$ cat config.mk
export PLATFORM = sky130hd
export DESIGN_NAME = frequency_measurement_scheduler_flat
export DESIGN_NICKNAME = d
export VERILOG_FILES = /design/src/rtl/frequency_measurement_scheduler_pkg.sv /design/src/rtl/frequency_measurement_scheduler_if.sv /design/src/rtl/frequency_measurement_scheduler_counter.sv /design/src/rtl/frequency_measurement_scheduler.sv /design/src/flat_wrapper.sv
export SDC_FILE = /design/constraint.sdc
export NUM_CORES = 1
export LEC_CHECK = 0
export ABC_CLOCK_PERIOD_IN_PS = 4900
export CAP_MARGIN = 30
export CORE_MARGIN = 3
export CORE_UTILIZATION = 48
export CTS_CLUSTER_DIAMETER = 150
export DETAILED_ROUTE_END_ITERATION = 6
export PLACE_DENSITY_LB_ADDON = 0.15
export SYNTH_ARGS = -nofsm -noshare
export SYNTH_HDL_FRONTEND = slang
export SYNTH_HIERARCHICAL = 1
export SYNTH_SLANG_ARGS = --single-unit
export TNS_END_PERCENT = 20
$ cat constraint.sdc
create_clock -name clock -period 4.9 [get_ports clock]
set_clock_uncertainty 0.1 [all_clocks]
set_input_delay 0.98 -clock clock [delete_from_list [all_inputs] [get_ports clock]]
set_output_delay 0.98 -clock clock [all_outputs]
set_load 0.05 [all_outputs]
$ cat src/rtl/frequency_measurement_scheduler_pkg.sv
// Shared types for the frequency measurement scheduler: FSM states,
// register-port operation codes and the result mux index width.
package frequency_measurement_scheduler_pkg;

    localparam int SELECT_W = 4;

    typedef enum logic [2:0] {
        ST_IDLE,
        ST_CLEAR,
        ST_MEASURE,
        ST_DUMP,
        ST_DONE
    } state_t;

    typedef enum logic [1:0] {
        REG_OP_NONE  = 2'd0,
        REG_OP_WRITE = 2'd2
    } reg_op_t;

endpackage

$ cat src/rtl/frequency_measurement_scheduler_if.sv
// Result mux select/data and register-write port between the scheduler
// (master) and the analyzer result register file (slave).
interface frequency_measurement_scheduler_if;
    import frequency_measurement_scheduler_pkg::*;

    logic [SELECT_W-1:0] result_select;
    logic [31:0]         result_data;
    logic [1:0]          register_operation;
    logic [7:0]          register_number;
    logic [31:0]         register_write;

    modport master (
        output result_select, register_operation, register_number, register_write,
        input  result_data
    );

    modport slave (
        input  result_select, register_operation, register_number, register_write,
        output result_data
    );
endinterface

$ cat src/rtl/frequency_measurement_scheduler_counter.sv
// Loadable 32-bit down-counter; terminal is high while the count is zero.
// count_next is exported so the owner can register outputs one cycle early.
module measurement_window_counter (
    input  logic        clock,
    input  logic        reset,
    input  logic        load,
    input  logic [31:0] load_value,
    output logic [31:0] count_next,
    output logic        terminal
);
    logic [31:0] count;

    always_comb begin
        count_next = count;
        if (load)
            count_next = load_value;
        else if (count != '0)
            count_next = count - 32'd1;
    end

    always_ff @(posedge clock) begin
        if (reset)
            count <= '0;
        else
            count <= count_next;
    end

    assign terminal = (count == '0);
endmodule

$ cat src/rtl/frequency_measurement_scheduler.sv
// Clear -> measure window -> register dump -> irq sequencer for the analyzers.
// Optional FREQUENCY_SCHEDULER_AUTO_REPEAT_EN adds auto_repeat (ack restarts).
module frequency_measurement_scheduler
    import frequency_measurement_scheduler_pkg::*;
#(
    parameter int unsigned DEFAULT_WINDOW_CYCLES = 100000000,
    parameter int          REGISTERS_NUMBER      = 7,
    parameter int          CLEAR_CYCLES          = 2,
    parameter int          HOLD_CYCLES           = 4
) (
    input  logic        clock,
    input  logic        reset,
    input  logic        cmd_start,
    input  logic        cmd_abort,
    input  logic [31:0] window_cycles,
    output logic        analyzer_enable,
    output logic        analyzer_clear,
    output logic        busy,
    output logic        irq,
    input  logic        irq_ack,
    output logic [15:0] window_count,
`ifdef FREQUENCY_SCHEDULER_AUTO_REPEAT_EN
    input  logic        auto_repeat,
`endif
    frequency_measurement_scheduler_if.master bus
);
    localparam logic [31:0]         CLEAR_LAST  = 32'(CLEAR_CYCLES - 1);
    localparam logic [31:0]         HOLD_LAST   = 32'(HOLD_CYCLES - 1);
    localparam logic [31:0]         CAPTURE_AT  = 32'(HOLD_CYCLES - 2);
    localparam logic [31:0]         DEFAULT_LEN = 32'(DEFAULT_WINDOW_CYCLES);
    localparam logic [SELECT_W-1:0] LAST_SLOT   = SELECT_W'(REGISTERS_NUMBER);

    state_t              state_q, state_d;
    logic [SELECT_W-1:0] slot_q, slot_d;
    logic [31:0]         win_len_q, win_len_d;
    logic [15:0]         count_q;
    logic                window_done;
    logic                repeat_req;

    logic        cnt_load, cnt_tc;
    logic [31:0] cnt_load_value, cnt_next;

    logic                clear_d, enable_d, busy_d, irq_d;
    logic [SELECT_W-1:0] select_d;
    logic [1:0]          op_d;
    logic [7:0]          number_d;
    logic [31:0]         write_d;

`ifdef FREQUENCY_SCHEDULER_AUTO_REPEAT_EN
    assign repeat_req = auto_repeat;
`else
    assign repeat_req = 1'b0;
`endif

    // One counter times every phase: reloaded on each phase/slot entry.
    measurement_window_counter u_counter (
        .clock      (clock),
        .reset      (reset),
        .load       (cnt_load),
        .load_value (cnt_load_value),
        .count_next (cnt_next),
        .terminal   (cnt_tc)
    );

    always_ff @(posedge clock) begin
        if (reset) begin
            state_q   <= ST_IDLE;
            slot_q    <= '0;
            win_len_q <= '0;
            count_q   <= '0;
        end else begin
            state_q   <= state_d;
            slot_q    <= slot_d;
            win_len_q <= win_len_d;
            if (window_done)
                count_q <= count_q + 16'd1;
        end
    end

    // Abort is checked first so it also wins over a start in IDLE.
    always_comb begin
        state_d        = state_q;
        slot_d         = slot_q;
        win_len_d      = win_len_q;
        cnt_load       = 1'b0;
        cnt_load_value = CLEAR_LAST;
        window_done    = 1'b0;
        if (cmd_abort) begin
            state_d = ST_IDLE;
            slot_d  = '0;
        end else begin
            case (state_q)
                ST_IDLE: if (cmd_start) begin
                    win_len_d = (window_cycles == '0) ? DEFAULT_LEN : window_cycles;
                    state_d   = ST_CLEAR;
                    cnt_load  = 1'b1;
                end
                ST_CLEAR: if (cnt_tc) begin
                    state_d        = ST_MEASURE;
                    cnt_load       = 1'b1;
                    cnt_load_value = win_len_q - 32'd1;
                end
                ST_MEASURE: if (cnt_tc) begin
                    state_d        = ST_DUMP;
                    slot_d         = SELECT_W'(1);
                    cnt_load       = 1'b1;
                    cnt_load_value = HOLD_LAST;
                end
                ST_DUMP: if (cnt_tc) begin
                    if (slot_q == LAST_SLOT) begin
                        state_d     = ST_DONE;
                        slot_d      = '0;
                        window_done = 1'b1;
                    end else begin
                        slot_d         = slot_q + SELECT_W'(1);
                        cnt_load       = 1'b1;
                        cnt_load_value = HOLD_LAST;
                    end
                end
                ST_DONE: if (irq_ack) begin
                    if (repeat_req) begin
                        state_d  = ST_CLEAR;
                        cnt_load = 1'b1;
                    end else begin
                        state_d = ST_IDLE;
                    end
                end
                default: state_d = ST_IDLE;
            endcase
        end
    end

    // Outputs are decoded from the next state/count so they land in flops.
    always_comb begin
        clear_d  = (state_d == ST_CLEAR);
        enable_d = (state_d == ST_MEASURE);
        busy_d   = (state_d != ST_IDLE);
        irq_d    = (state_d == ST_DONE);
        select_d = '0;
        op_d     = REG_OP_NONE;
        number_d = '0;
        write_d  = '0;
        if (state_d == ST_DUMP) begin
            select_d = slot_d;
            write_d  = bus.register_write;
            if (cnt_next != HOLD_LAST) begin
                op_d     = REG_OP_WRITE;
                number_d = 8'(slot_d);
            end
            // result_data already reflects this slot's select during s = 0.
            if (cnt_next == CAPTURE_AT)
                write_d = bus.result_data;
        end
    end

    always_ff @(posedge clock) begin
        if (reset) begin
            analyzer_clear         <= 1'b0;
            analyzer_enable        <= 1'b0;
            busy                   <= 1'b0;
            irq                    <= 1'b0;
            bus.result_select      <= '0;
            bus.register_operation <= REG_OP_NONE;
            bus.register_number    <= '0;
            bus.register_write     <= '0;
        end else begin
            analyzer_clear         <= clear_d;
            analyzer_enable        <= enable_d;
            busy                   <= busy_d;
            irq                    <= irq_d;
            bus.result_select      <= select_d;
            bus.register_operation <= op_d;
            bus.register_number    <= number_d;
            bus.register_write     <= write_d;
        end
    end

    assign window_count = count_q;
endmodule

$ cat src/flat_wrapper.sv
// flat-port wrapper written by rule: the top's interface ports become plain ports
module frequency_measurement_scheduler_flat import frequency_measurement_scheduler_pkg::*;
#(
    parameter int unsigned DEFAULT_WINDOW_CYCLES = 100000000,
    parameter int          REGISTERS_NUMBER      = 7,
    parameter int          CLEAR_CYCLES          = 2,
    parameter int          HOLD_CYCLES           = 4
)
  (clock, reset, cmd_start, cmd_abort, window_cycles, analyzer_enable, analyzer_clear, busy, irq, irq_ack, window_count, bus_result_select, bus_register_operation, bus_register_number, bus_register_write, bus_result_data);
  frequency_measurement_scheduler_if bus_i ();
  input  logic clock;
  input  logic reset;
  input  logic cmd_start;
  input  logic cmd_abort;
  input  logic [31:0] window_cycles;
  output logic analyzer_enable;
  output logic analyzer_clear;
  output logic busy;
  output logic irq;
  input  logic irq_ack;
  output logic [15:0] window_count;
  output wire logic [$bits(bus_i.result_select)-1:0] bus_result_select;
  output wire logic [$bits(bus_i.register_operation)-1:0] bus_register_operation;
  output wire logic [$bits(bus_i.register_number)-1:0] bus_register_number;
  output wire logic [$bits(bus_i.register_write)-1:0] bus_register_write;
  input wire logic [$bits(bus_i.result_data)-1:0] bus_result_data;
  assign bus_result_select = bus_i.result_select;
  assign bus_register_operation = bus_i.register_operation;
  assign bus_register_number = bus_i.register_number;
  assign bus_register_write = bus_i.register_write;
  assign bus_i.result_data = bus_result_data;
  frequency_measurement_scheduler #(.DEFAULT_WINDOW_CYCLES(DEFAULT_WINDOW_CYCLES), .REGISTERS_NUMBER(REGISTERS_NUMBER), .CLEAR_CYCLES(CLEAR_CYCLES), .HOLD_CYCLES(HOLD_CYCLES)) u_core (.clock(clock), .reset(reset), .cmd_start(cmd_start), .cmd_abort(cmd_abort), .window_cycles(window_cycles), .analyzer_enable(analyzer_enable), .analyzer_clear(analyzer_clear), .busy(busy), .irq(irq), .irq_ack(irq_ack), .window_count(window_count), .bus(bus_i));
endmodule
* Word-level counts from Yosys, hierarchy flattened *
Cells that the tools add are included.

storage, ports and cells
  register bits = 137

cells by class
  reductions and logical operators = 9
  eq/ne operators = 11
  $add $sub $neg = 4
  muxes and demuxes = 33
  bitwise gates (word level) = 3

operators by type and width
  cell                   number
  $mux 32                6
  $pmux 32 s3            1
  $logic_not 32->1       2
  $sub 32x1->32 const B  2
  $eq 32x2->1 const B    1
  $ne 32x2->1 const B    1
  $reduce_bool 32->1     1
  $mux 3                 7
  $add 16x1->16 const B  1
  $mux 4                 4
  $pmux 3 s5             1
  $eq 3x2->1 const B     4
  $mux 1                 9
  $pmux 4 s2             1
  $eq 3x1->1 const B     2
  $eq 3x3->1 const B     2
  $mux 2                 3
  $add 4x1->4 const B    1
  $eq 4x3->1 const B     1
  $reduce_or 2->1        2
  $logic_not 3->1        1
  $not 1->1              3
  $pmux 1 s3             1
  $reduce_and 3->1       1
  other kinds (2)        2

* Logic depth before layout (Yosys ltp) *
  word-level depth = 9
  gate-level depth with buffers = 19

* Cells and area by module *
Netlist, hierarchy kept.

modules (own cells, without submodules)
  module                           area an instance (um2)  cells an instance  sequential area each (um2)  instances
  frequency_measurement_scheduler  5121.2                  640                2001.9                      1
  measurement_window_counter       2371.0                  304                640.6                       1

* Least setup slack after synthesis *
Ideal clock, no wire load.

  kind = reg-to-reg
  start = reg u_core.u_counter.count[26]
  end = reg u_core.bus.register_write[0]
  setup slack = 0.152 ns
  clock period less this slack = 4.748 ns
  arrival = 4.576 ns
  data required time = 4.728 ns
  stages on the path, launching flop included = 17
  cells stage by stage = dfxtp_1 or4_4 nor4_4 nand3_2 inv_1 clkbuf_1 o21ai_0 a21oi_1 clkbuf_1 clkbuf_1 clkbuf_1 a21oi_1 nor4_1 nand4_1 nor4_2 buf_2 mux2i_1

RTL lines
  item                       line                                                                                                                   RTL
  start, declared            frequency_measurement_scheduler_counter.sv:11                                                                          logic [31:0] count;
  start signal, assigned     frequency_measurement_scheduler_counter.sv:25                                                                          count <= count_next;
  $logic_not 32->1 *         frequency_measurement_scheduler_counter.sv:28                                                                          assign terminal = (count == '0);
  via u_core.cnt_tc          frequency_measurement_scheduler.sv:40                                                                                  logic cnt_load, cnt_tc;
  $mux 1 (on tied branches)  frequency_measurement_scheduler.sv:109, frequency_measurement_scheduler.sv:98, frequency_measurement_scheduler.sv:103
  $pmux 1 s3 *               frequency_measurement_scheduler.sv:92                                                                                  case (state_q)
  $mux 1 *                   frequency_measurement_scheduler.sv:88                                                                                  if (cmd_abort) begin
  via u_core.cnt_load        frequency_measurement_scheduler.sv:40
  $mux 32 *                  frequency_measurement_scheduler_counter.sv:15                                                                          if (load)
  via u_core.cnt_next[11]    frequency_measurement_scheduler.sv:41                                                                                  logic [31:0] cnt_load_value, cnt_next;
  $eq 32x2->1 *              frequency_measurement_scheduler.sv:151                                                                                 if (cnt_next == CAPTURE_AT)
  end signal, assigned       frequency_measurement_scheduler.sv:174                                                                                 bus.register_write <= write_d;
  end, declared              frequency_measurement_scheduler_if.sv:13                                                                               output result_select, register_operation, register_number, register_write,

The timed path passes the listed nets; every way through them passes the cells marked *.
A chain may end at the register's enable or synchronous reset.

* Final worst setup path *
  start = reg u_core.u_counter.count[0]
  end = reg u_core.bus.register_number[3]

between the ends
  cells in the longest elaborated chain, start to end = 8

ends and longest elaborated chain
  item                              line                                           RTL
  $logic_not 32->1                  frequency_measurement_scheduler_counter.sv:28
  via u_core.cnt_tc                 frequency_measurement_scheduler.sv:40
  $mux 32                           frequency_measurement_scheduler.sv:98          ST_CLEAR: if (cnt_tc) begin
  $pmux 32 s3                       frequency_measurement_scheduler.sv:92
  $mux 32                           frequency_measurement_scheduler.sv:88
  via u_core.cnt_load_value[18]     frequency_measurement_scheduler.sv:41
  $mux 32                           frequency_measurement_scheduler_counter.sv:15
  via u_core.cnt_next[18]           frequency_measurement_scheduler.sv:41
  $ne 32x2->1                       frequency_measurement_scheduler.sv:146         if (cnt_next != HOLD_LAST) begin
  $not 1->1 (no source line)        n/a
  $reduce_or 3->1 (no source line)  n/a
  end signal, assigned              frequency_measurement_scheduler.sv:173         bus.register_number <= number_d;
  end, declared                     frequency_measurement_scheduler_if.sv:13

The timed path passes the listed nets, and every way through them passes these cells.

==> results by group <==
Timing
  • Setup TNS: 0 ns
  • Final setup fails: 0
  • Fmax achieved: around 0.22 GHz
  • Final Hold Fails: 0
  • Final period demand of the worst path: 4.47 ns
  • Slew @ Worst Pin: between 0.9 and 1 ns
  • Max Slew Vio Count: 0
  • Tcrit/Tclk final: 91.2%
  • Final worst slack: 0.430 ns
  • Unrepaired setup endpoints after global routing: no
  • Relative slew margins: 37.5%

Detailed routing
  • DR pass1 iterations: 5
  • WL final: 21400 um
  • Final ANT Viol Nets: 0
  • Via count: roughly 7500
  • WL/cell: 16.8 um
  • Via/cell ratio: 5.88
  • Starting DRT DRC Count: 631
  • Post-route DRC: 0

CTS
  • Max Root-Sink Buffers: 2
  • TritonCTS buffer count: 17
  • CTS tree: built
  • Clock tree root driver cell: clkbuf_16
  • Register clock-pin slew on the reported worst setup and hold paths: 0.06 ns
  • Worst skew pair latency: roughly 0.42 ns
  • Sink count of the clock tree: about 130
  • Post-CTS Hold Buffers: 0
  • Post-CTS Resized: 0
  • Post-CTS setup buffers: 0
  • Htree depth: 4

Pwr
  • Power Density: 350 mW/mm^2
  • Net Sw Frac: between 30% and 40%
  • P_leak: 3.24 nW
  • Sw power: approximately 1.1 mW
  • Combinational cell fraction of total power: a little over a quarter
  • Sequential power share: between 30% and 40%
  • Internal power: 2.25 mW
  • Clock power frac: 37.0%
  • Peak VDD IR: 0.000257 V

Synthesis
  • Post-Syn Instances: 944
  • FFs w/ async S/R, synth: 0%
  • Synth warn: 6
  • Unique masters post-synth: around 80
  • Syn avg cell area: ~7.9 um^2
  • Synth Cell Area: approximately 0.0075 mm^2
  • Synth Flop Type: dfxtp_1
  • Sequential area share after synthesis: roughly a third
  • FF+latch count, synth: 132
  • Post-synth EDFFs: 0

Finish
  • Synth-to-Final Area Change: 28.1%
  • Finished Layout Cells: 1273
  • Share of layout cells above drive strength 1: 9.23%
  • Ant diodes: 0
  • Area of the multi-input gates: 0.00451 mm^2
  • Nets: 1125
  • Filler cell count: 1369
  • Flip-flop and latch area: 0.00264 mm^2

Setup path
  • FF-to-FF Start: u_core/u_counter/count[0]$_SDFF_PP0_
  • Critical Path Max Stage Delay: 0.52 ns
  • CP Class: reg2reg
  • R2R Setup Slk: 0.43 ns
  • Worst endpoint data arrival time: ~4.7 ns
  • Worst Path Max Fanout: 28
  • CP Cell Sequence: inv_1, ha_1, or4b_4, nor4_4, nand3_2, inv_1, buf_4, or3b_2, or2_2, a21oi_1, mux2i_1, a21oi_1, nor4_1, nand3_1, nor4_1, buf_4, nor4_1
  • Critical R2R Capture: u_core/bus.register_number[3]$_SDFF_PP0_
  • Buf/Inv on CP: 4
  • Critical Path Slowest Stage Cell: or2_2
  • Worst EP required: 5.10 ns
  • CP Launch Type: flop
  • Worst path most repeated cell: nor4_1
  • Worst path top cell family by delay: simple AND/OR/NAND/NOR gates
  • Crit end category: flop
  • FF-to-FF path depth: 17

Die
  • Row cnt: 45
  • # IOs: 135
  • Die Span Y: 131 um
  • Core area: 0.0153 mm^2
  • Starting Density: 49.1%
  • Die width: 131 um
  • Die area: 0.0171 mm^2

Outcome
  • Status: finished, final reports clean

Hold path
  • Hold Path Depth: 2
  • Worst Min Path Start: u_core/bus.register_write[24]$_SDFFE_PP0N_
  • Hold Crit Class: reg2reg
  • Hold Crit Endpoint: u_core/bus.register_write[24]$_SDFFE_PP0N_

Placed design
  • I/O Buffers: approximately 130
  • Dpl cells: 1243
  • Worst slack at placement: 0.330 ns
  • Gp weighted congestion: between 0.9 and 1
  • HPWL after DPL: 14900 um

GRT
  • Total Routing Usage GR: 24.7%
  • Initial antenna violation count: 0
  • Largest net degree at the start of global routing: 87
  • GRT Residual Overflow: 0
  • Vias in the first global route: just under 7000
  • First-pass GRT wire length: 34100 um

Run
  • Max_cap viols: 0
[worst min-delay path, cell delays in order, from the launching register on]
cell	delay (ns)
dfxtp_1	0.30
nand3_1	0.06
mux2i_1	0.06
[flip-flops by register name, indices dropped and copies added (netlist names)]
name	flops
u_core/irq	1
u_core/bus.result_select	4
u_core/window_count	16
u_core/bus.register_write	32
u_core/analyzer_clear	1
u_core/analyzer_enable	1
u_core/win_len_q	32
u_core/bus.register_number	4
u_core/busy	1
u_core/bus.register_operation	1
u_core/u_counter/count	32
u_core/slot_q	4
u_core/state_q	3
[how the worst max path moves through the flow]
stage	from	to	slack, ns	depth (start not counted)
2_1_floorplan	u_core/u_counter/count[26]$_SDFF_PP0_	u_core/bus.register_write[0]$_SDFFE_PP0N_	0.15	16
3_3_place_gp	cmd_abort	u_core/bus.register_write[7]$_SDFFE_PP0N_	0.40	14
3_5_place_dp	cmd_abort	u_core/bus.register_write[27]$_SDFFE_PP0N_	0.33	13
4_1_cts	u_core/u_counter/count[0]$_SDFF_PP0_	u_core/bus.register_number[3]$_SDFF_PP0_	0.51	17
5_1_grt	u_core/u_counter/count[0]$_SDFF_PP0_	u_core/bus.register_write[3]$_SDFFE_PP0N_	0.23	17
6_report	u_core/u_counter/count[0]$_SDFF_PP0_	u_core/bus.register_number[3]$_SDFF_PP0_	0.43	17
[layer usage]
metal	wire length, um	global-route usage (%)
met1	9350	32.0
met2	9930	38.9
met3	1630	8.33
met4	462	8.23
met5	0	0
[cells by family after synthesis]
| group | count (synthesis) | share of synthesized area [%] |
|---|---|---|
| xor gates and xnor gates | 24 | 2.81 |
| buffers and inverters | 97 | 5.24 |
| and+or+nand+nor | 456 | 33.7 |
| adders and majority gates | 5 | 0.835 |
| AOI/OAI and AO/OA | 186 | 16.3 |
| muxes | 43 | 5.79 |
| other | 1 | 0.0501 |
| DFF | 132 | 35.3 |
[placed cells by master, fill, tap and decap left out, types with 5 or more instances in the layout]
cell type and count:
nand2b_1 7, o21ai_0 14, or4_1 27, dfxtp_1 132, clkdlybuf4s50_1 128, nand4_1 19, xor2_1 13, clkbuf_16 17
or2_2 7, ha_1 5, nor4_1 30, nor4_4 5, conb_1 5, a21oi_1 73, nor2_1 89, nor3_1 29
a31oi_1 8, mux2i_1 40, a211oi_1 25, inv_1 26, nor2b_1 9, o31ai_1 21, and4_1 5, o21a_1 5
or3_1 13, nand2_1 81, xnor2_1 11, and3_1 6, nand3_1 89, nand4b_1 5, buf_4 24
[stage by stage]
step	hold slack (ns)	util (%)	power [mW]	instance area (um^2)
after floorplan	0.345	-	1.84	7510
after global placement	0.353	58.9	2.10	8980
after detailed placement	0.360	59.2	2.10	9030
after CTS	0.370	62.9	3.36	9600
after global routing	0.385	62.9	3.51	9600
final	0.366	62.9	3.36	9600
[cell usage after synthesis (4+ instances only)]
master,n,area (um^2)
dfxtp_1,132,2640
nand3_1,89,445
nor2_1,89,334
nand2_1,82,308
a21oi_1,74,370
clkbuf_1,54,203
mux2i_1,40,400
nor4_1,30,188
nor3_1,29,145
or4_1,27,203
inv_1,26,97.6
a211oi_1,25,188
o31ai_1,21,158
nand4_1,19,119
o21ai_0,14,70.1
or3_1,13,81.3
xor2_1,13,114
xnor2_1,11,96.3
nor2b_1,9,56.3
a31oi_1,8,50.1
buf_2,8,40.0
nand2b_1,7,43.8
or2_2,7,43.8
and3_1,6,37.5
and4_1,5,43.8
buf_4,5,37.5
ha_1,5,62.6
nand4b_1,5,43.8
o21a_1,5,37.5
buf_1,4,15.0
nor4_2,4,50.1
nor4_4,4,85.1
[power by group through the flow]
stage	clock (mW)	combinational, mW	sequential (mW)
floorplan	0	0.629	1.21
global placement	0	0.864	1.23
detailed placement	0	0.872	1.23
CTS	1.26	0.885	1.21
global route	1.32	0.977	1.22
finish	1.24	0.904	1.21
[area by class of cell]
| class | count | area share [%] |
|---|---|---|
| Clock inverter | 11 | 1.34 |
| Multi-Input combinational cell | 719 | 47.0 |
| Clock buffer | 19 | 4.61 |
| Timing Repair Buffer | 155 | 15.8 |
| Tap cell | 211 | 2.75 |
| Sequential cell | 132 | 27.5 |
| Inverter | 26 | 1.02 |
(Power assumes the default switching activity.)
